--- src/rtl/oric_mem_arbiter.sv ---
// Oric memory arbiter: turns core RAM/ROM activity and data_io download writes
// into toggle-handshake requests on an SDRAM port, one request in flight at a time.
// Events that arrive while a request is outstanding wait in per-source slots.
`timescale 1ns/1ps

module oric_mem_arbiter #(
    parameter logic RAM_BASE = 1'b1
) (
    input  logic        clk_sys,
    input  logic        reset_n,
    input  logic        ioctl_download,
    input  logic        ioctl_wr,
    input  logic [16:0] ioctl_addr,
    input  logic [7:0]  ioctl_dout,
    input  logic        ram_cs,
    input  logic        ram_oe,
    input  logic        ram_we,
    input  logic [15:0] ram_ad,
    input  logic [7:0]  ram_d,
    input  logic        rom_cs,
    input  logic        rom_ext_cs,
    input  logic [15:0] rom_ad,
    input  logic        atmos,
    output logic        port_req,
    input  logic        port_ack,
    output logic [15:0] port_a,
    output logic [1:0]  port_ds,
    output logic        port_we,
    output logic [15:0] port_d,
    input  logic [15:0] port_q,
    output logic [7:0]  ram_q,
    output logic [7:0]  rom_q,
    output logic        busy
);

    typedef enum logic [1:0] {
        ST_SYNC = 2'd0,
        ST_IDLE = 2'd1,
        ST_WAIT = 2'd2
    } state_t;

    state_t      r_state;
    state_t      w_stateNext;

    // previous-cycle copies of the selects and addresses used for edge/change detection
    logic        r_ramRdPrev;
    logic        r_ramWrPrev;
    logic        r_romSelPrev;
    logic [15:0] r_ramAdPrev;
    logic [15:0] r_romAdPrev;

    // pending slots, one per source
    logic        r_dlValid;
    logic [16:0] r_dlAddr;
    logic [7:0]  r_dlData;
    logic        r_ramValid;
    logic [16:0] r_ramAddr;
    logic [7:0]  r_ramData;
    logic        r_ramWe;
    logic        r_romValid;
    logic [16:0] r_romAddr;

    // request currently presented to the SDRAM port
    logic        r_portReq;
    logic [15:0] r_portA;
    logic [1:0]  r_portDs;
    logic        r_portWe;
    logic [15:0] r_portD;
    logic        r_selRom;
    logic        r_selByte;
    logic [7:0]  r_ramQ;
    logic [7:0]  r_romQ;

    logic        w_ramRdSel;
    logic        w_ramWrSel;
    logic        w_romSel;
    logic        w_dlEv;
    logic        w_ramWrEv;
    logic        w_ramRdEv;
    logic        w_romEv;
    logic        w_ramPend;
    logic        w_romPend;
    logic [16:0] w_ramByteAddr;
    logic [16:0] w_romByteAddr;
    logic        w_issueDl;
    logic        w_issueRam;
    logic        w_issueRom;
    logic        w_issue;
    logic        w_done;
    logic [16:0] w_selAddr;
    logic [7:0]  w_selData;
    logic        w_selWe;
    logic        w_selRom;
    logic [7:0]  w_readByte;

    assign w_ramRdSel    = ram_cs & ram_oe;
    assign w_ramWrSel    = ram_cs & ram_we;
    assign w_romSel      = rom_cs | rom_ext_cs;

    assign w_ramByteAddr = {RAM_BASE, ram_ad};
    assign w_romByteAddr = rom_cs ? {2'b00, atmos, rom_ad[13:0]} : {4'b0100, rom_ad[12:0]};

    // Core activity is ignored during a download so stale CPU traffic cannot land in SDRAM
    assign w_dlEv    = ioctl_download & ioctl_wr;
    assign w_ramWrEv = ~ioctl_download & w_ramWrSel & ~r_ramWrPrev;
    assign w_ramRdEv = ~ioctl_download & w_ramRdSel & (~r_ramRdPrev | (ram_ad != r_ramAdPrev));
    assign w_romEv   = ~ioctl_download & w_romSel & (~r_romSelPrev | (rom_ad != r_romAdPrev));

    assign w_ramPend = r_ramValid & ~ioctl_download;
    assign w_romPend = r_romValid & ~ioctl_download;

    assign w_issue    = w_issueDl | w_issueRam | w_issueRom;
    assign w_readByte = r_selByte ? port_q[15:8] : port_q[7:0];

    // State register; SYNC after reset realigns the request toggle with the ack
    always_ff @(posedge clk_sys or negedge reset_n) begin
        if (!reset_n) begin
            r_state <= ST_SYNC;
        end else begin
            r_state <= w_stateNext;
        end
    end

    // Next state plus slot selection: download beats RAM beats ROM
    always_comb begin
        w_stateNext = r_state;
        w_issueDl   = 1'b0;
        w_issueRam  = 1'b0;
        w_issueRom  = 1'b0;
        w_done      = 1'b0;
        case (r_state)
            ST_SYNC: begin
                w_stateNext = ST_IDLE;
            end
            ST_IDLE: begin
                if (r_dlValid) begin
                    w_issueDl = 1'b1;
                end else if (w_ramPend) begin
                    w_issueRam = 1'b1;
                end else if (w_romPend) begin
                    w_issueRom = 1'b1;
                end
                if (r_dlValid | w_ramPend | w_romPend) begin
                    w_stateNext = ST_WAIT;
                end
            end
            ST_WAIT: begin
                if (port_ack == r_portReq) begin
                    w_done      = 1'b1;
                    w_stateNext = ST_IDLE;
                end
            end
            default: begin
                w_stateNext = ST_SYNC;
            end
        endcase
    end

    // Mux the winning slot onto the request fields
    always_comb begin
        w_selAddr = r_dlAddr;
        w_selData = r_dlData;
        w_selWe   = 1'b1;
        w_selRom  = 1'b0;
        if (w_issueRam) begin
            w_selAddr = r_ramAddr;
            w_selData = r_ramData;
            w_selWe   = r_ramWe;
        end else if (w_issueRom) begin
            w_selAddr = r_romAddr;
            w_selData = 8'h00;
            w_selWe   = 1'b0;
            w_selRom  = 1'b1;
        end
    end

    // Remember last-cycle selects and addresses for edge and change detection
    always_ff @(posedge clk_sys or negedge reset_n) begin
        if (!reset_n) begin
            r_ramRdPrev  <= 1'b0;
            r_ramWrPrev  <= 1'b0;
            r_romSelPrev <= 1'b0;
            r_ramAdPrev  <= 16'h0000;
            r_romAdPrev  <= 16'h0000;
        end else begin
            r_ramRdPrev  <= w_ramRdSel;
            r_ramWrPrev  <= w_ramWrSel;
            r_romSelPrev <= w_romSel;
            r_ramAdPrev  <= ram_ad;
            r_romAdPrev  <= rom_ad;
        end
    end

    // Slot update: a fresh event always wins over the drain of the same slot
    always_ff @(posedge clk_sys or negedge reset_n) begin
        if (!reset_n) begin
            r_dlValid  <= 1'b0;
            r_dlAddr   <= 17'h00000;
            r_dlData   <= 8'h00;
            r_ramValid <= 1'b0;
            r_ramAddr  <= 17'h00000;
            r_ramData  <= 8'h00;
            r_ramWe    <= 1'b0;
            r_romValid <= 1'b0;
            r_romAddr  <= 17'h00000;
        end else begin
            if (w_dlEv) begin
                r_dlValid <= 1'b1;
                r_dlAddr  <= ioctl_addr;
                r_dlData  <= ioctl_dout;
            end else if (w_issueDl) begin
                r_dlValid <= 1'b0;
            end

            if (ioctl_download) begin
                r_ramValid <= 1'b0;
            end else if (w_ramWrEv) begin
                r_ramValid <= 1'b1;
                r_ramAddr  <= w_ramByteAddr;
                r_ramData  <= ram_d;
                r_ramWe    <= 1'b1;
            end else if (w_ramRdEv) begin
                r_ramValid <= 1'b1;
                r_ramAddr  <= w_ramByteAddr;
                r_ramWe    <= 1'b0;
            end else if (w_issueRam) begin
                r_ramValid <= 1'b0;
            end

            if (ioctl_download) begin
                r_romValid <= 1'b0;
            end else if (w_romEv) begin
                r_romValid <= 1'b1;
                r_romAddr  <= w_romByteAddr;
            end else if (w_issueRom) begin
                r_romValid <= 1'b0;
            end
        end
    end

    // Launch requests, resync the toggle, and capture read bytes on completion
    always_ff @(posedge clk_sys or negedge reset_n) begin
        if (!reset_n) begin
            r_portReq <= 1'b0;
            r_portA   <= 16'h0000;
            r_portDs  <= 2'b00;
            r_portWe  <= 1'b0;
            r_portD   <= 16'h0000;
            r_selRom  <= 1'b0;
            r_selByte <= 1'b0;
            r_ramQ    <= 8'h00;
            r_romQ    <= 8'h00;
        end else begin
            if (r_state == ST_SYNC) begin
                r_portReq <= port_ack;
            end
            if (w_issue) begin
                r_portReq <= ~r_portReq;
                r_portA   <= w_selAddr[16:1];
                r_portDs  <= w_selWe ? (w_selAddr[0] ? 2'b10 : 2'b01) : 2'b11;
                r_portWe  <= w_selWe;
                r_portD   <= {w_selData, w_selData};
                r_selRom  <= w_selRom;
                r_selByte <= w_selAddr[0];
            end
            if (w_done && !r_portWe) begin
                if (r_selRom) begin
                    r_romQ <= w_readByte;
                end else begin
                    r_ramQ <= w_readByte;
                end
            end
        end
    end

    assign port_req = r_portReq;
    assign port_a   = r_portA;
    assign port_ds  = r_portDs;
    assign port_we  = r_portWe;
    assign port_d   = r_portD;
    assign ram_q    = r_ramQ;
    assign rom_q    = r_romQ;

    // Busy is held low while reset is asserted so every output reads zero in reset
    assign busy = reset_n & ((r_state != ST_IDLE) | r_dlValid | r_ramValid | r_romValid);

endmodule

--- config.mk ---
export PLATFORM = sky130hd
export DESIGN_NAME = oric_mem_arbiter
export DESIGN_NICKNAME = d
export VERILOG_FILES = /design/src/rtl/oric_mem_arbiter.sv
export SDC_FILE = /design/constraint.sdc
export NUM_CORES = 1
export LEC_CHECK = 0
export BUFFER_PORTS_ARGS = -buffer_cell sky130_fd_sc_hd__buf_2
export CORE_MARGIN = 5
export CORE_UTILIZATION = 49
export DETAILED_ROUTE_END_ITERATION = 7
export GPL_ROUTABILITY_DRIVEN = 1
export PLACE_DENSITY = 0.77
export SLEW_MARGIN = 20
export SYNTH_ARGS = -nofsm -noshare
export SYNTH_HDL_FRONTEND = slang
export SYNTH_SLANG_ARGS = --single-unit
export TNS_END_PERCENT = 10
--- constraint.sdc ---
create_clock -name clk_sys -period 1.89 [get_ports clk_sys]
set_clock_uncertainty 0.15 [all_clocks]
set_input_delay 0.189 -clock clk_sys [delete_from_list [all_inputs] [get_ports clk_sys]]
set_output_delay 0.189 -clock clk_sys [all_outputs]
set_load 0.1 [all_outputs]
; ---- After elaboration in Yosys (flattened, before gate mapping)
; Index checks and enable logic that the tools add are counted.
[op_classes]
n_eq_ne = 8
mux = 41
bitwise = 28
n_reduce_logical = 14
[op_table]
columns = cell, n
row1 = $mux 17, 4
row2 = $ne 16x16->1, 2
row3 = $mux 1, 28
row4 = $mux 8, 3
row5 = $mux 16, 1
row6 = $and 1x1->1, 12
row7 = $reduce_and 2->1, 6
row8 = $or 1x1->1, 10
row9 = $mux 2, 4
row10 = $not 1->1, 6
row11 = $pmux 2 s3, 1
row12 = $reduce_bool 2->1, 3
row13 = $ne 2x2->1 const B, 2
row14 = $reduce_bool 4->1, 1
row15 = $reduce_bool 3->1, 1
row16 = $eq 2x1->1 const B, 1
row17 = $eq 2x2->1 const B, 1
row18 = $logic_not 2->1, 1
row19 = $ne 2x1->1 const B, 1
row20 = $eq 1x1->1, 1
row21 = $logic_and 1x1->1, 1
row22 = $logic_not 1->1, 1
[word_totals]
regBits = 162
inputBits = 92
elab_cells = 115

; ---- Logic depth before layout (Yosys ltp)
; Gate-level depths: netlist of the first run.
[logic_depth]
depth_word = 10
depth_mapped = 8

; ---- Worst setup path before layout of the first run
; No wires, ideal clock.
[synth_timing]
kind = register -> register
start = register r_portReq (netlist: port_req)
end = register r_ramQ[5] (netlist: ram_q[5])
arrival_ps = 2084
slack_ps = -421
stages_incl_launch_ff = 6
path_cell_list = dfrtp_1 > xor2_1 > nor4_2 > buf_2 > nor2_1 > a21oi_1
[synth_via]
elab_chain_cells = 5
[synth_lines]
columns = item, line
row1 = "start, declared", 64  ; logic r_portReq;
row2 = "start signal, assigned", 255  ; r_portReq <= port_ack;
row3 = "start signal, assigned", 258  ; r_portReq <= ~r_portReq;
row4 = $eq 1x1->1, 148  ; if (port_ack == r_portReq) begin
row5 = $mux 1, 148
row6 = $mux 1, 131  ; case (r_state)
row7 = $logic_and 1x1->1, 266  ; if (w_done && !r_portWe) begin
row8 = $reduce_and 2->1 (no source line), n/a
row9 = "end signal, assigned", 270  ; r_ramQ <= w_readByte;
row10 = "end, declared", 71  ; logic [7:0] r_ramQ;
; Every way passes these cells.
; A chain may end at the register's enable or synchronous reset.

; ---- Worst setup path after layout of the first run
[layout_timing]
start = register r_state[1]
end = output busy
[layout_via]
elab_chain_cells = 5
[layout_lines]
columns = item, line
row1 = "start, declared", 42  ; state_t r_state;
row2 = "start signal, assigned", 120  ; r_state <= w_stateNext;
row3 = $ne 2x1->1, 285  ; assign busy = reset_n & ((r_state != ST_IDLE) | r_dlValid | r_ramValid | r_romValid);
row4 = $or 1x1->1 (3 in a row), 285
row5 = $and 1x1->1, 285
row6 = "end, declared", 33  ; output logic busy
; Every way passes these cells.

==> reports/results.ini, run 1 <==
[outcome]
status=finished, violations left
violations=negative setup slack

[clock_network]
cts_tree=yes
cts.clk_slew.worst_paths_ns=0.06
cts_buffer_depth=2
cts.sinks=153
cts_root_buf=clkbuf_16
cts_buffers=17
h-tree-depth=4
clkLatencyLatePin_ns=0.43

[global_route]
antenna_found_initial=2
grt_pass1_vias=6092
grt_usage_pct=24.6
grt_max_degree=80
grt_pass1_wl_um=31400
grt-ovfl-total=0

[logic_synthesis]
avgSynthCellArea_sq_um=11.4
synth-edff-count=0
async_reset_ff_share_pct=100
synth_seq_cells=153
synthFlopType=dfrtp_1
ys_seq_area_share_pct=56.9
yosysWarnings=0
synth.net_count=684
synthCells=592
netlist_area_sq_um=6730
synth_cell_types=49

[hold_path]
hold_class=primary input to register
whs_path_depth=3
worstHoldEndpoint=rom_q[1]$_DFFE_PN0P_
hp-start=port_q[1]

[power_and_ir_drop]
switchingPower_mw=7.12
p_sw_share_pct=46.9
power_density_nw_per_um2=1600
pwr-share-seq_pct=30.5
leakage_nw=4.42
p_int_mw=8.06
share_comb_of_total_power_pct=43.9
power_frac_clock_pct=25.6
vdd_drop_max_v=0.000693

[timing]
slew_viol_final=0
worst_pin_slew_ns=0.679
grt_setup_unrepaired=true
fin_ws_ns=-0.211
fin_crit_ns=2.10
fin_crit_sh_pct=111
max-slew-margin-rel_pct=54.7
clock.fmax_mhz=476
final_hold_viol_count=0
setup_viol=43

[routing]
drc=0
num_vias=5882
vias_per_cell=5.72
drtAntennaViolNets=0
wl_um=19800
avgRoutedWirePerCell_um=19.3
drt_iter0_drc=730
first_pass_iters=7

[worst_setup_path]
r2r_slack_ns=-0.11
worstSetupPathType=register to output pin
worst-endpoint-required_ns=1.55
timing.rr.start=r_ramAdPrev[6]$_DFF_PN0_
worstSetupEndpointType=output pin
crit_start=r_state[1]$_DFFE_PN0P_
reg2reg_depth=6
cp_slowest_cell=or4b_4
critPathMaxStageDelay_ns=0.54
critPathMaxFanout=2
critPathBufInv=1
r2r_end=r_ramAddr[2]$_DFFE_PN0P_
worstPathCellList=or4b_4, o21a_1, buf_12
crit_family=simple AND/OR/NAND/NOR gates
cp.arrival_ns=1.76
start_kind=register

[finish]
seq_area_sq_um=3840
syn_to_final_growth_pct=41.2
layout.cells.most_common=dfrtp_1
final_nets=929
final_cell_mix=149 x dfrtp_1, 142 x buf_2, 85 x dlygate4sd3_1
final_core_util_pct=71.2
nFillCells=898
multi_input_comb_area_sq_um=2810
layout-drive-gt1-share_pct=34.0
final_cells=1028

[floorplan]
die_w_um=127
rows=42
die_y_um=127
die-area_sq_um=16200
ios=145
core_area_sq_um=13300
start_util_pct=50.4

[placement]
dp_cells=905
io_buffers=144
place_congestion=0.866
dp_hpwl_um=12600

[flow_run]
drv_cap=0

-- logic make-up after synthesis --
| family | count (synthesis) | synth area share (%) |
|---|---|---|
| simple gates | 177 | 14.1 |
| buf+inv | 46 | 3.51 |
| xor+xnor | 33 | 4.29 |
| compound gates | 136 | 13.6 |
| flops | 153 | 56.9 |
| mux | 47 | 7.70 |
-- cells in the mapped netlist, types with 2 or more instances --
cell | number | area [sq um]
o21a_1 | 2 | 15.0
nand2b_1 | 5 | 31.3
dfrtp_1 | 153 | 3830
mux2i_1 | 9 | 90.1
a32o_1 | 2 | 20.0
a21o_1 | 3 | 22.5
o21ai_1 | 12 | 60.1
nand3_1 | 6 | 30.0
buf_2 | 6 | 30.0
a21oi_1 | 34 | 170
xor2_1 | 20 | 175
nand2_1 | 82 | 308
a222oi_1 | 16 | 160
nor2b_1 | 2 | 12.5
xnor2_1 | 13 | 114
buf_1 | 3 | 11.3
o21ai_0 | 28 | 140
and3_1 | 25 | 156
inv_1 | 2 | 7.51
or2b_1 | 2 | 15.0
or2_2 | 2 | 12.5
nor4_1 | 4 | 25.0
buf_4 | 9 | 67.6
buf_6 | 3 | 33.8
nand4b_1 | 16 | 140
a22o_1 | 15 | 131
mux2_2 | 38 | 428
nor2_1 | 15 | 56.3
nor3_1 | 4 | 20.0
nand4_1 | 2 | 12.5
and2_1 | 4 | 25.0
clkbuf_1 | 23 | 86.3
o211ai_1 | 16 | 120
-- flip-flops by register name, summed over array words and instances (netlist names), 2 cells and up --
signal / count
port_ds: 2
rom_q: 8
r_ramAdPrev: 16
r_dlAddr: 17
r_ramAddr: 17
r_dlData: 8
r_romAdPrev: 16
port_a: 16
r_romAddr: 16
r_ramData: 8
r_state: 2
ram_q: 8
port_d: 8
-- worst min-delay path, cell delays in order --
cell     delay, ns
buf_2         0.07
mux2i_1       0.09
o21ai_0       0.19
-- power groups by stage --
stage / Clock (mW) / Sequential, mW / Combinational [mW]
after global routing: 4.08 / 4.70 / 6.98
after CTS: 3.93 / 4.59 / 6.56
final: 3.89 / 4.63 / 6.66
after detailed placement: 0 / 4.64 / 6.30
after floorplan: 0 / 7.49 / 2.19
after global placement: 0 / 4.58 / 6.19
-- routing by layer --
layer / part of all wire, % / up-vias / GRT usage [%] / wire [um]
met2: 49 / 295 / 39.4 / 9780
met5: 0 / - / 0 / 0
li1: - / 2624 / - / -
met4: 4.2 / 0 / 12.7 / 840
met3: 7.6 / 72 / 6.59 / 1500
met1: 39 / 2891 / 30.8 / 7690
-- repair_timing --
action,CTS,global route
endpoints found under the setup margin,43,74
pin swaps,31,15
gates resized for setup,11,21
hold buffers,85,0
endpoints found under the hold margin,227,0
buffers inserted,2,2
-- area by class of cell --
| cell class | count | area share, % |
|---|---|---|
| antenna | 2 | 0.0527 |
| clock buffer | 18 | 4.62 |
| clock inverter | 14 | 2.58 |
| inverter | 2 | 0.0790 |
| multi-input combinational | 393 | 29.5 |
| sequential | 153 | 40.4 |
| tap | 176 | 2.32 |
| timing repair buffer | 270 | 20.5 |
-- per-stage QoR --
step / TNS [ns] / setup WS, ns / area (sq um) / hold slack [ns] / total power [mW]
finish: -2.31 / -0.211 / 9500 / 0.00685 / 15.2
global route: -6.47 / -0.239 / 9500 / 0.0245 / 15.8
CTS: -3.05 / -0.236 / 9380 / 0.00208 / 15.1
detailed placement: -3.97 / -0.173 / 7800 / -0.0752 / 10.9
global placement: -2.24 / -0.124 / 7800 / -0.0779 / 10.8
floorplan: -0.0411 / -0.0207 / 6750 / -0.257 / 9.68
-- how the worst max path moves through the flow --
stage	slack [ns]	end	cells past startpoint
finish	-0.21	busy	3
global route	-0.24	busy	3
CTS	-0.24	busy	3
detailed placement	-0.17	r_ramAddr[6]$_DFFE_PN0P_	6
global placement	-0.12	r_romAddr[0]$_DFFE_PN0P_	5
floorplan	-0.02	port_ds[0]$_DFFE_PN0P_	6
(Power assumes the default switching activity.)
==> run 2: changes to the inputs <==
--- a/config.mk
+++ b/config.mk
@@ -6,7 +6,6 @@
 export NUM_CORES = 1
 export LEC_CHECK = 0
 export BUFFER_PORTS_ARGS = -buffer_cell sky130_fd_sc_hd__buf_2
-export CORE_MARGIN = 5
 export CORE_UTILIZATION = 49
 export DETAILED_ROUTE_END_ITERATION = 7
 export GPL_ROUTABILITY_DRIVEN = 1
==> run 2 against run 1 <==
Net effect: the run still ends with negative setup slack left; clock-buffer cell count fell by 1; first-iteration DRC count fell by 32%; largest cell class unchanged; critical path type unchanged; global-route usage rose by 2.6 points.
==> reports/results.ini, run 2 (synthesized netlist as in run 1, its figures left out) <==
[outcome]
status=finished, violations left
violations=negative setup slack

[power_and_ir_drop]
p_int_mw=7.57
p_sw_share_pct=48.2
power_frac_clock_pct=23.6
p_total_mw=14.6
pwr-share-seq_pct=31.6
leakage_nw=4.37
vdd_drop_max_v=0.000872
power_density_nw_per_um2=1550
share_comb_of_total_power_pct=44.8
switchingPower_mw=7.04

[clock_network]
cts_buffers=17
cts_buffer_depth=2
cts.sinks=153
clkLatencyLatePin_ns=0.43
cts.clk_slew.worst_paths_ns=0.06
h-tree-depth=4
cts_tree=yes
cts_root_buf=clkbuf_16

[routing]
first_pass_iters=7
num_vias=5823
drtAntennaViolNets=0
wl_um=19000
avgRoutedWirePerCell_um=18.4
vias_per_cell=5.65
drc=0
drt_iter0_drc=494

[timing]
slew_viol_final=0
fin_crit_ns=2.08
setup_viol=31
max-slew-margin-rel_pct=53.3
final_hold_viol_count=0
grt_setup_unrepaired=true
fin_hold_ws_ns=0.0605
worst_pin_slew_ns=0.700
fin_crit_sh_pct=110
clock.fmax_mhz=480
fin_tns_setup_ns=-2.10
fin_ws_ns=-0.194

[floorplan]
ios=145
core_area_sq_um=13300
die-area_sq_um=14200
rows=42
die_y_um=119
die_w_um=119
start_util_pct=50.6

[hold_path]
worstHoldEndpoint=r_romAddr[15]$_DFFE_PN0P_
hp-start=ioctl_download
hold_class=primary input to register
whs_path_depth=3

[finish]
final_cell_mix=149 x dfrtp_1, 142 x buf_2, 87 x dlygate4sd3_1
final_nets=934
top_regs=r_dlAddr x17, r_ramAddr x17
antenna_cells=0
syn_to_final_growth_pct=39.8
seq_area_sq_um=3840
layout-drive-gt1-share_pct=33.6
layout.cells.most_common=dfrtp_1
multi_input_comb_area_sq_um=2760
final_cells=1030
nFillCells=875

[worst_setup_path]
crit_family=simple AND/OR/NAND/NOR gates
critPathMaxStageDelay_ns=0.53
timing.rr.start=r_ramValid$_DFFE_PN0P_
worstSetupEndpointType=output pin
cp.arrival_ns=1.74
start_kind=register
reg2reg_depth=7
r2r_end=port_a[5]$_DFFE_PN0P_
r2r_slack_ns=-0.15
worstSetupPathType=register to output pin
critPathBufInv=1
worst-endpoint-required_ns=1.55
critPathMaxFanout=3
cp_slowest_cell=or4b_4
worstPathCellList=or4b_4, o21a_1, buf_12

[flow_run]
drv_cap=0

[global_route]
antenna_found_initial=0
grt_pass1_wl_um=29600
grt-ovfl-total=0
grt_usage_pct=27.2
grt_max_degree=76
grt_pass1_vias=5791

[placement]
place_congestion=0.834
dp_cells=908
dp_hpwl_um=11700
io_buffers=144
preCtsSetupSlack_ns=-0.189

-- run 2: cell count changes in the layout (fill, tap and decap cells not counted), moves of 2 or more --
cell | before | now
nor3_2 | 4 | 2
o21ai_1 | 16 | 14
a22o_1 | 11 | 13
clkinv_2 | 0 | 2
dlygate4sd3_1 | 85 | 87
buf_4 | 36 | 38
diode_2 | 2 | 0
o21ai_0 | 23 | 25
a22o_4 | 5 | 3
bufinv_16 | 6 | 3
nor3_1 | 0 | 2
-- run 2: metal layers --
layer	vias to the layer above	track usage, %	wire length [um]
met2	287	44.0	9330
li1	2624	-	-
met1	2852	35.4	7810
met5	-	0	0
met3	60	5.56	1220
met4	0	11.9	599
-- run 2: through the flow --
stage | instance area, sq um | utilization [%]
3_5_place_dp | 7810 | 58.8
5_1_grt | 9410 | 70.8
3_3_place_gp | 7810 | 58.8
4_1_cts | 9330 | 70.2
6_report | 9410 | 70.8
2_1_floorplan | 6750 | -
-- run 2: worst max path at each step --
| stage | from | end | slack, ns | depth (start not counted) |
|---|---|---|---|---|
| floorplan | r_state[1]$_DFFE_PN0P_ | port_ds[0]$_DFFE_PN0P_ | -0.02 | 6 |
| global placement | r_romAdPrev[4]$_DFF_PN0_ | r_romAddr[12]$_DFFE_PN0P_ | -0.05 | 5 |
| detailed placement | ram_cs | r_ramAddr[7]$_DFFE_PN0P_ | -0.19 | 6 |
| CTS | r_dlValid$_DFFE_PN0P_ | busy | -0.22 | 3 |
| global route | r_dlValid$_DFFE_PN0P_ | port_a[3]$_DFFE_PN0P_ | -0.24 | 7 |
| finish | r_ramValid$_DFFE_PN0P_ | busy | -0.19 | 3 |
-- run 2: what timing repair did --
action                     4_1_cts  5_1_grt
hold buffers                    87        0
setup endpoints to repair       46       76
pin swaps                       20       17
hold endpoints to repair       265        0
buffers inserted                 3        1
resized for setup                7       19
-- run 2: final cells by class --
type | count | area share, %
Clock buffer | 17 | 4.52
Clock inverter | 14 | 1.85
Multi-Input combinational cell | 393 | 29.3
Sequential cell | 153 | 40.8
Timing Repair Buffer | 275 | 21.1
Tap cell | 176 | 2.34
Inverter | 2 | 0.0798
-- run 2: worst min-delay path, delay by kind of cell --
family                 cells  cell delay, ns
and+or+nand+nor            1            0.10
buffers and inverters      1            0.12
AOI/OAI and AO/OA          1            0.18
-- run 2: power groups by stage --
| stage | combinational, mW | clock (mW) | sequential [mW] |
|---|---|---|---|
| after floorplan | 2.19 | 0 | 7.49 |
| after global placement | 6.12 | 0 | 4.59 |
| after detailed placement | 6.21 | 0 | 4.64 |
| after CTS | 6.46 | 3.48 | 4.58 |
| after global routing | 6.82 | 3.64 | 4.69 |
| final | 6.54 | 3.45 | 4.61 |
